==> config.mk <==
export PLATFORM = sky130hd
export DESIGN_NAME = mrav_uart_tx
export DESIGN_NICKNAME = d
export VERILOG_FILES = /design/src/rtl/mrav_uart_tx.sv
export SDC_FILE = /design/constraint.sdc
export NUM_CORES = 1
export LEC_CHECK = 0
export BUFFER_PORTS_ARGS = -buffer_cell sky130_fd_sc_hd__buf_4
export CORE_ASPECT_RATIO = 0.9
export CORE_MARGIN = 5
export CORE_UTILIZATION = 64
export CTS_BUF_LIST = sky130_fd_sc_hd__clkbuf_8
export DETAILED_ROUTE_END_ITERATION = 12
export PLACE_DENSITY = 0.9
export SLEW_MARGIN = 40
export SYNTH_ARGS = -nofsm -noshare
export SYNTH_HDL_FRONTEND = slang
export SYNTH_SLANG_ARGS = --single-unit
==> constraint.sdc <==
create_clock -name clk -period 3.28 [get_ports clk]
set_input_delay 0.656 -clock clk [delete_from_list [all_inputs] [get_ports clk]]
set_output_delay 0.656 -clock clk [all_outputs]
set_load 0.01 [all_outputs]
==> src/rtl/mrav_uart_tx.sv <==
// mrav_uart_tx: byte-wide register slave driving an 8N1 UART transmitter with a programmable bit divider.
// Build option MRAV_UART_TX_FIFO_EN selects a 4-entry transmit FIFO instead of a single holding register.
module mrav_uart_tx #(
    parameter int ADDR_WIDTH = 16,
    parameter int DATA_WIDTH = 8
) (
    input  logic                  clk,
    input  logic                  rst_n,
    input  logic                  read,
    input  logic                  write,
    input  logic [ADDR_WIDTH-1:0] addr,
    input  logic [DATA_WIDTH-1:0] data_in,
    output logic [DATA_WIDTH-1:0] data_out,
    output logic                  read_done,
    output logic                  write_done,
    output logic                  tx
);

    localparam logic [1:0] REG_DATA   = 2'd0;
    localparam logic [1:0] REG_STATUS = 2'd1;
    localparam logic [1:0] REG_DIV    = 2'd2;

    typedef enum logic [1:0] {
        ST_IDLE  = 2'd0,
        ST_START = 2'd1,
        ST_DATA  = 2'd2,
        ST_STOP  = 2'd3
    } tx_state_e;

    function automatic logic [7:0] pack_status(input logic busy, input logic full,
                                               input logic empty, input logic ovf);
        return {4'b0000, ovf, empty, full, busy};
    endfunction

    // bus handshake and register file
    logic                  wr_acc_s;
    logic                  rd_acc_s;
    logic                  push_s;
    logic                  drop_s;
    logic                  pop_s;
    logic                  full_s;
    logic                  empty_s;
    logic                  busy_s;
    logic [DATA_WIDTH-1:0] head_s;
    logic [DATA_WIDTH-1:0] rdata_s;
    logic [DATA_WIDTH-1:0] div_r;
    logic [DATA_WIDTH-1:0] data_out_r;
    logic                  read_done_r;
    logic                  write_done_r;
    logic                  ovf_r;
    logic                  addr_unused_s;

    // shifter
    tx_state_e             state_r;
    tx_state_e             state_nxt_s;
    logic [7:0]            bit_cnt_r;
    logic [7:0]            bit_cnt_nxt_s;
    logic [7:0]            bit_div_r;
    logic [7:0]            bit_div_nxt_s;
    logic [2:0]            bit_idx_r;
    logic [2:0]            bit_idx_nxt_s;
    logic [7:0]            shreg_r;
    logic [7:0]            shreg_nxt_s;
    logic                  bit_end_s;
    logic                  tx_r;
    logic                  tx_nxt_s;

    assign addr_unused_s = &{1'b0, addr[ADDR_WIDTH-1:2]};

    // A request seen while its own done is high is the tail of the previous access.
    // A simultaneous read is held off so only the write is served.
    assign wr_acc_s = write & ~write_done_r;
    assign rd_acc_s = read & ~write & ~read_done_r;

    // full_s comes from registered state, so it reflects occupancy before any same-cycle pop
    assign push_s = wr_acc_s & (addr[1:0] == REG_DATA) & ~full_s;
    assign drop_s = wr_acc_s & (addr[1:0] == REG_DATA) & full_s;
    assign busy_s = (state_r != ST_IDLE);

`ifdef MRAV_UART_TX_FIFO_EN
    logic [DATA_WIDTH-1:0] fifo_mem_r [0:3];
    logic [1:0]            wr_ptr_r;
    logic [1:0]            rd_ptr_r;
    logic [2:0]            count_r;

    assign full_s  = (count_r == 3'd4);
    assign empty_s = (count_r == 3'd0);
    assign head_s  = fifo_mem_r[rd_ptr_r];

    // transmit FIFO storage, wrap-around pointers and occupancy
    always_ff @(posedge clk or negedge rst_n) begin
        if (!rst_n) begin
            for (int i = 0; i < 4; i++) begin
                fifo_mem_r[i] <= '0;
            end
            wr_ptr_r <= 2'd0;
            rd_ptr_r <= 2'd0;
            count_r  <= 3'd0;
        end else begin
            if (push_s) begin
                fifo_mem_r[wr_ptr_r] <= data_in;
                wr_ptr_r             <= wr_ptr_r + 2'd1;
            end
            if (pop_s) begin
                rd_ptr_r <= rd_ptr_r + 2'd1;
            end
            case ({push_s, pop_s})
                2'b10:   count_r <= count_r + 3'd1;
                2'b01:   count_r <= count_r - 3'd1;
                default: count_r <= count_r;
            endcase
        end
    end
`else
    logic [DATA_WIDTH-1:0] hold_r;
    logic                  hold_vld_r;

    assign full_s  = hold_vld_r;
    assign empty_s = ~hold_vld_r;
    assign head_s  = hold_r;

    // single holding register; push needs it empty and pop needs it full, so they never coincide
    always_ff @(posedge clk or negedge rst_n) begin
        if (!rst_n) begin
            hold_r     <= '0;
            hold_vld_r <= 1'b0;
        end else if (push_s) begin
            hold_r     <= data_in;
            hold_vld_r <= 1'b1;
        end else if (pop_s) begin
            hold_vld_r <= 1'b0;
        end
    end
`endif

    // read data multiplexer
    always_comb begin
        rdata_s = '0;
        case (addr[1:0])
            REG_STATUS: rdata_s = pack_status(busy_s, full_s, empty_s, ovf_r);
            REG_DIV:    rdata_s = div_r;
            default:    rdata_s = '0;
        endcase
    end

    // completion pulses, read data, divider and sticky overflow
    always_ff @(posedge clk or negedge rst_n) begin
        if (!rst_n) begin
            read_done_r  <= 1'b0;
            write_done_r <= 1'b0;
            data_out_r   <= '0;
            div_r        <= 8'd15;
            ovf_r        <= 1'b0;
        end else begin
            read_done_r  <= rd_acc_s;
            write_done_r <= wr_acc_s;
            if (rd_acc_s) begin
                data_out_r <= rdata_s;
            end
            if (wr_acc_s && (addr[1:0] == REG_DIV)) begin
                div_r <= data_in;
            end
            if (drop_s) begin
                ovf_r <= 1'b1;
            end else if (rd_acc_s && (addr[1:0] == REG_STATUS)) begin
                ovf_r <= 1'b0;
            end
        end
    end

    // bit_div_r is reloaded from div_r only at bit boundaries so a divider change never cuts a bit short
    assign bit_end_s = (bit_cnt_r == bit_div_r);

    // shifter next-state, bit timing and buffer pop
    always_comb begin
        state_nxt_s   = state_r;
        bit_cnt_nxt_s = bit_cnt_r + 8'd1;
        bit_idx_nxt_s = bit_idx_r;
        shreg_nxt_s   = shreg_r;
        bit_div_nxt_s = bit_div_r;
        pop_s         = 1'b0;
        case (state_r)
            ST_IDLE: begin
                bit_cnt_nxt_s = 8'd0;
                if (!empty_s) begin
                    pop_s         = 1'b1;
                    state_nxt_s   = ST_START;
                    shreg_nxt_s   = head_s;
                    bit_div_nxt_s = div_r;
                    bit_idx_nxt_s = 3'd0;
                end else begin
                    state_nxt_s = ST_IDLE;
                end
            end
            ST_START: begin
                if (bit_end_s) begin
                    state_nxt_s   = ST_DATA;
                    bit_cnt_nxt_s = 8'd0;
                    bit_idx_nxt_s = 3'd0;
                    bit_div_nxt_s = div_r;
                end else begin
                    state_nxt_s = ST_START;
                end
            end
            ST_DATA: begin
                if (bit_end_s) begin
                    bit_cnt_nxt_s = 8'd0;
                    bit_div_nxt_s = div_r;
                    if (bit_idx_r == 3'd7) begin
                        state_nxt_s = ST_STOP;
                    end else begin
                        bit_idx_nxt_s = bit_idx_r + 3'd1;
                        shreg_nxt_s   = {1'b0, shreg_r[7:1]};
                    end
                end else begin
                    state_nxt_s = ST_DATA;
                end
            end
            ST_STOP: begin
                if (bit_end_s) begin
                    bit_cnt_nxt_s = 8'd0;
                    bit_div_nxt_s = div_r;
                    if (!empty_s) begin
                        pop_s         = 1'b1;
                        state_nxt_s   = ST_START;
                        shreg_nxt_s   = head_s;
                        bit_idx_nxt_s = 3'd0;
                    end else begin
                        state_nxt_s = ST_IDLE;
                    end
                end else begin
                    state_nxt_s = ST_STOP;
                end
            end
            default: begin
                state_nxt_s   = ST_IDLE;
                bit_cnt_nxt_s = 8'd0;
            end
        endcase
    end

    // line level follows the state being entered so tx changes on the same edge as the state
    always_comb begin
        tx_nxt_s = 1'b1;
        case (state_nxt_s)
            ST_IDLE:  tx_nxt_s = 1'b1;
            ST_START: tx_nxt_s = 1'b0;
            ST_DATA:  tx_nxt_s = shreg_nxt_s[0];
            ST_STOP:  tx_nxt_s = 1'b1;
            default:  tx_nxt_s = 1'b1;
        endcase
    end

    // shifter state and serial output registers
    always_ff @(posedge clk or negedge rst_n) begin
        if (!rst_n) begin
            state_r   <= ST_IDLE;
            bit_cnt_r <= 8'd0;
            bit_idx_r <= 3'd0;
            shreg_r   <= 8'd0;
            bit_div_r <= 8'd15;
            tx_r      <= 1'b1;
        end else begin
            state_r   <= state_nxt_s;
            bit_cnt_r <= bit_cnt_nxt_s;
            bit_idx_r <= bit_idx_nxt_s;
            shreg_r   <= shreg_nxt_s;
            bit_div_r <= bit_div_nxt_s;
            tx_r      <= tx_nxt_s;
        end
    end

    assign data_out   = data_out_r;
    assign read_done  = read_done_r;
    assign write_done = write_done_r;
    assign tx         = tx_r;

endmodule
==> results.ini <==
[clock_network]
cts_repair_resize_count = 0
numCtsBuffers = 9
clk_latency_ps = 340
holdBufCountCts = 0
cts.sinks = 58
cts_setup_buffers = 0
root_buffer = clkbuf_8
cts.path.max_buffers = 2
clkTransAtPathRegs_ps = 70
htreeDepth = 3
cts_tree = yes

[final_layout]
mostFrequentLayoutCell = dfrtp_1
n_antenna_cell = 0
fillCellCount = 278
layout_common_cells = dfrtp_1, mux2_2, buf_4
drive_gt1_frac = 0.341
nNetsFinal = 308
syn_to_final_growth_pct = 15.5

[timing]
tightest_slew_ps = 721
slew_violations = 0
setup_viol = 0
hold_violations = 0
fin_setup_tns_ps = 0
final.period_utilization = 0.745
fmax_ghz = 0.409
hold_slack_ps = 357
grt_setup_unrepaired = false
period_needed_ps = 2440
maxSlewHeadroom = 0.517
skew_ps = 5.32
setup_slack_ps = 838

[synthesis]
synthArstFlopShare = 1.00
synthCells = 239
synth_top_family_by_area = multiplexers
syn-cell-area_um2 = 2880
syn-num-nets = 279
synth_ff_type = dfrtp_1
netlist_top_cells_area = dfrtp_1, mux2_2, dfstp_2
yosys_register_bits = 58
synth_xor_area_frac = 0.0426
synth_top_area_frac = 0.426
synth-simple-area-share = 0.105
synth.lib_cells_used.distinct = 42
yosys.area.top_type = dfrtp_1
seq_area_frac_synth = 0.508
synthAdderAreaFrac = 0.0522
yosys_warnings = 0
synthMuxAreaShare = 0.157
avgSynthCellArea_um2 = 12.0
synth_compound_area_frac = 0.107
synth_edf_count = 0

[setup_path]
cp_data_required_time_ps = 3530
worstSetupStartpointType = flop
critPathCaptureType = flop
cp.arrival_ps = 2690
cp_max_fo = 3
path_class = reg -> reg

[die]
rows = 23
dieArea_um2 = 5940
die_h_um = 73.6
fp.dieW_um = 80.7
io_pins = 39
core_area_um2 = 4400
initial_core_util = 0.653

[detailed_routing]
met1Wirelength_um = 2590
wl_met3_um = 237
top_layer_used = met4
viasPerCell = 5.99
drc = 0
initialDrtViolationCount = 99
wl_um = 6120
avgRoutedWirePerCell_um = 18.3
ant_nets = 0
wl_met2_um = 3150
dr.pass1.iters = 4
num_vias = 2006

[worst_hold_path]
holdCritPathClass = in -> async

[power_and_ir_drop]
combPwrFrac = 0.226
pwr-share-clk = 0.319
p_leak_nw = 1.52
swShare = 0.298
p_switching_uw = 680
ir_drop_uv = 453
power.internal_mw = 1.60
seqPwrFrac = 0.455
power_density_nw_per_um2 = 688

[place]
gp_congestion = 0.880
post-dp-hpwl_um = 4240
dp_slack_ps = 892
portBuffers = 24

[flow_run]
maxCapViolations = 0

[global_route]
overflow = 0
grt_pass1_vias = 2169
grt_start_max_net_pins = 59
grt_pass1_wl_um = 10800
antenna_found_initial = 0
track_usage = 0.245

[status]
status = complete, no violations

## layout make-up
class	instances	area (um2)	share of cell area
well taps	62	77.6	0.0234
clock inverters	6	80.1	0.0241
inverters	13	48.8	0.0147
multi-input cells	162	1340	0.402
repair buffers	24	180	0.0542
clock buffers	10	138	0.0414
flip-flops and latches	58	1460	0.440
## per-stage QoR
step,area [um2],total power [mW],util,std cells
4_1_cts,3320,2.28,0.754,335
5_1_grt,3320,2.39,0.754,335
6_report,3320,2.28,0.754,335
3_3_place_gp,3100,1.51,0.705,319
3_5_place_dp,3100,1.55,0.705,319
2_1_floorplan,2880,1.38,-,239
## cell usage after synthesis, types with 2 or more instances
cell type  number
dfrtp_1        49
mux2_2         34
nor2_1         19
nand2_1        16
inv_1          13
ha_1           12
xnor2_1        12
dfstp_2         9
o2bb2ai_1       8
mux2i_1         7
nand3_1         7
a22o_1          6
a22oi_1         5
clkbuf_1        5
a31oi_1         3
and3_1          3
o21ai_0         3
nand4_1         2
nand4_2         2
xor2_1          2
## power groups by stage
stage	Clock, mW	Combinational (mW)	Sequential, mW
final	0.729	0.516	1.04
after global routing	0.767	0.568	1.06
after CTS	0.730	0.518	1.04
after detailed placement	0	0.506	1.04
after global placement	0	0.473	1.03
after floorplan	0	0.382	1.00
## flip-flops by register name (all words and copies together) (netlist names)
register    flops
div_r           8
bit_div_r       8
write_done      1
head_s          8
full_s          1
state_r         2
bit_idx_r       3
shreg_r         8
read_done       1
bit_cnt_r       8
tx              1
data_out        8
ovf_r           1
## final timing paths
path                                   start         end  slack [ps]  depth (start not counted)
worst max-delay path            bit_cnt_r[6]          tx         840                          7
worst min-delay path                   rst_n  state_r[0]         360                          1
worst max register to register  bit_cnt_r[6]          tx         840                          7
worst min register to register    write_done  write_done         460                          1
max in group asynchronous              rst_n  shreg_r[2]        2470                          1
min in group clk                  write_done  write_done         460                          1
## metal layers
metal	global-route usage	up-vias
met1	0.303	1027
li1	-	917
met4	0.122	0
met2	0.412	48
met5	0	-
met3	0.0478	14
## worst max-delay path: stages, from the launching register on
cell       delay (ps)
dfrtp_1           420
xnor2_1           300
nand4_1           220
a2111oi_0         450
a21oi_1           140
mux2_2            290
ha_1              190
o41ai_1           340
## kinds of logic after synthesis
family / Yosys count
AO/OA/AOI/OAI: 37
XOR/XNOR: 14
adder cells (fa/ha/maj): 12
buffers and inverters: 19
flip-flops: 58
multiplexers: 41
AND/OR/NAND/NOR: 58
Note: power is estimated with default switching activity, not from simulation.
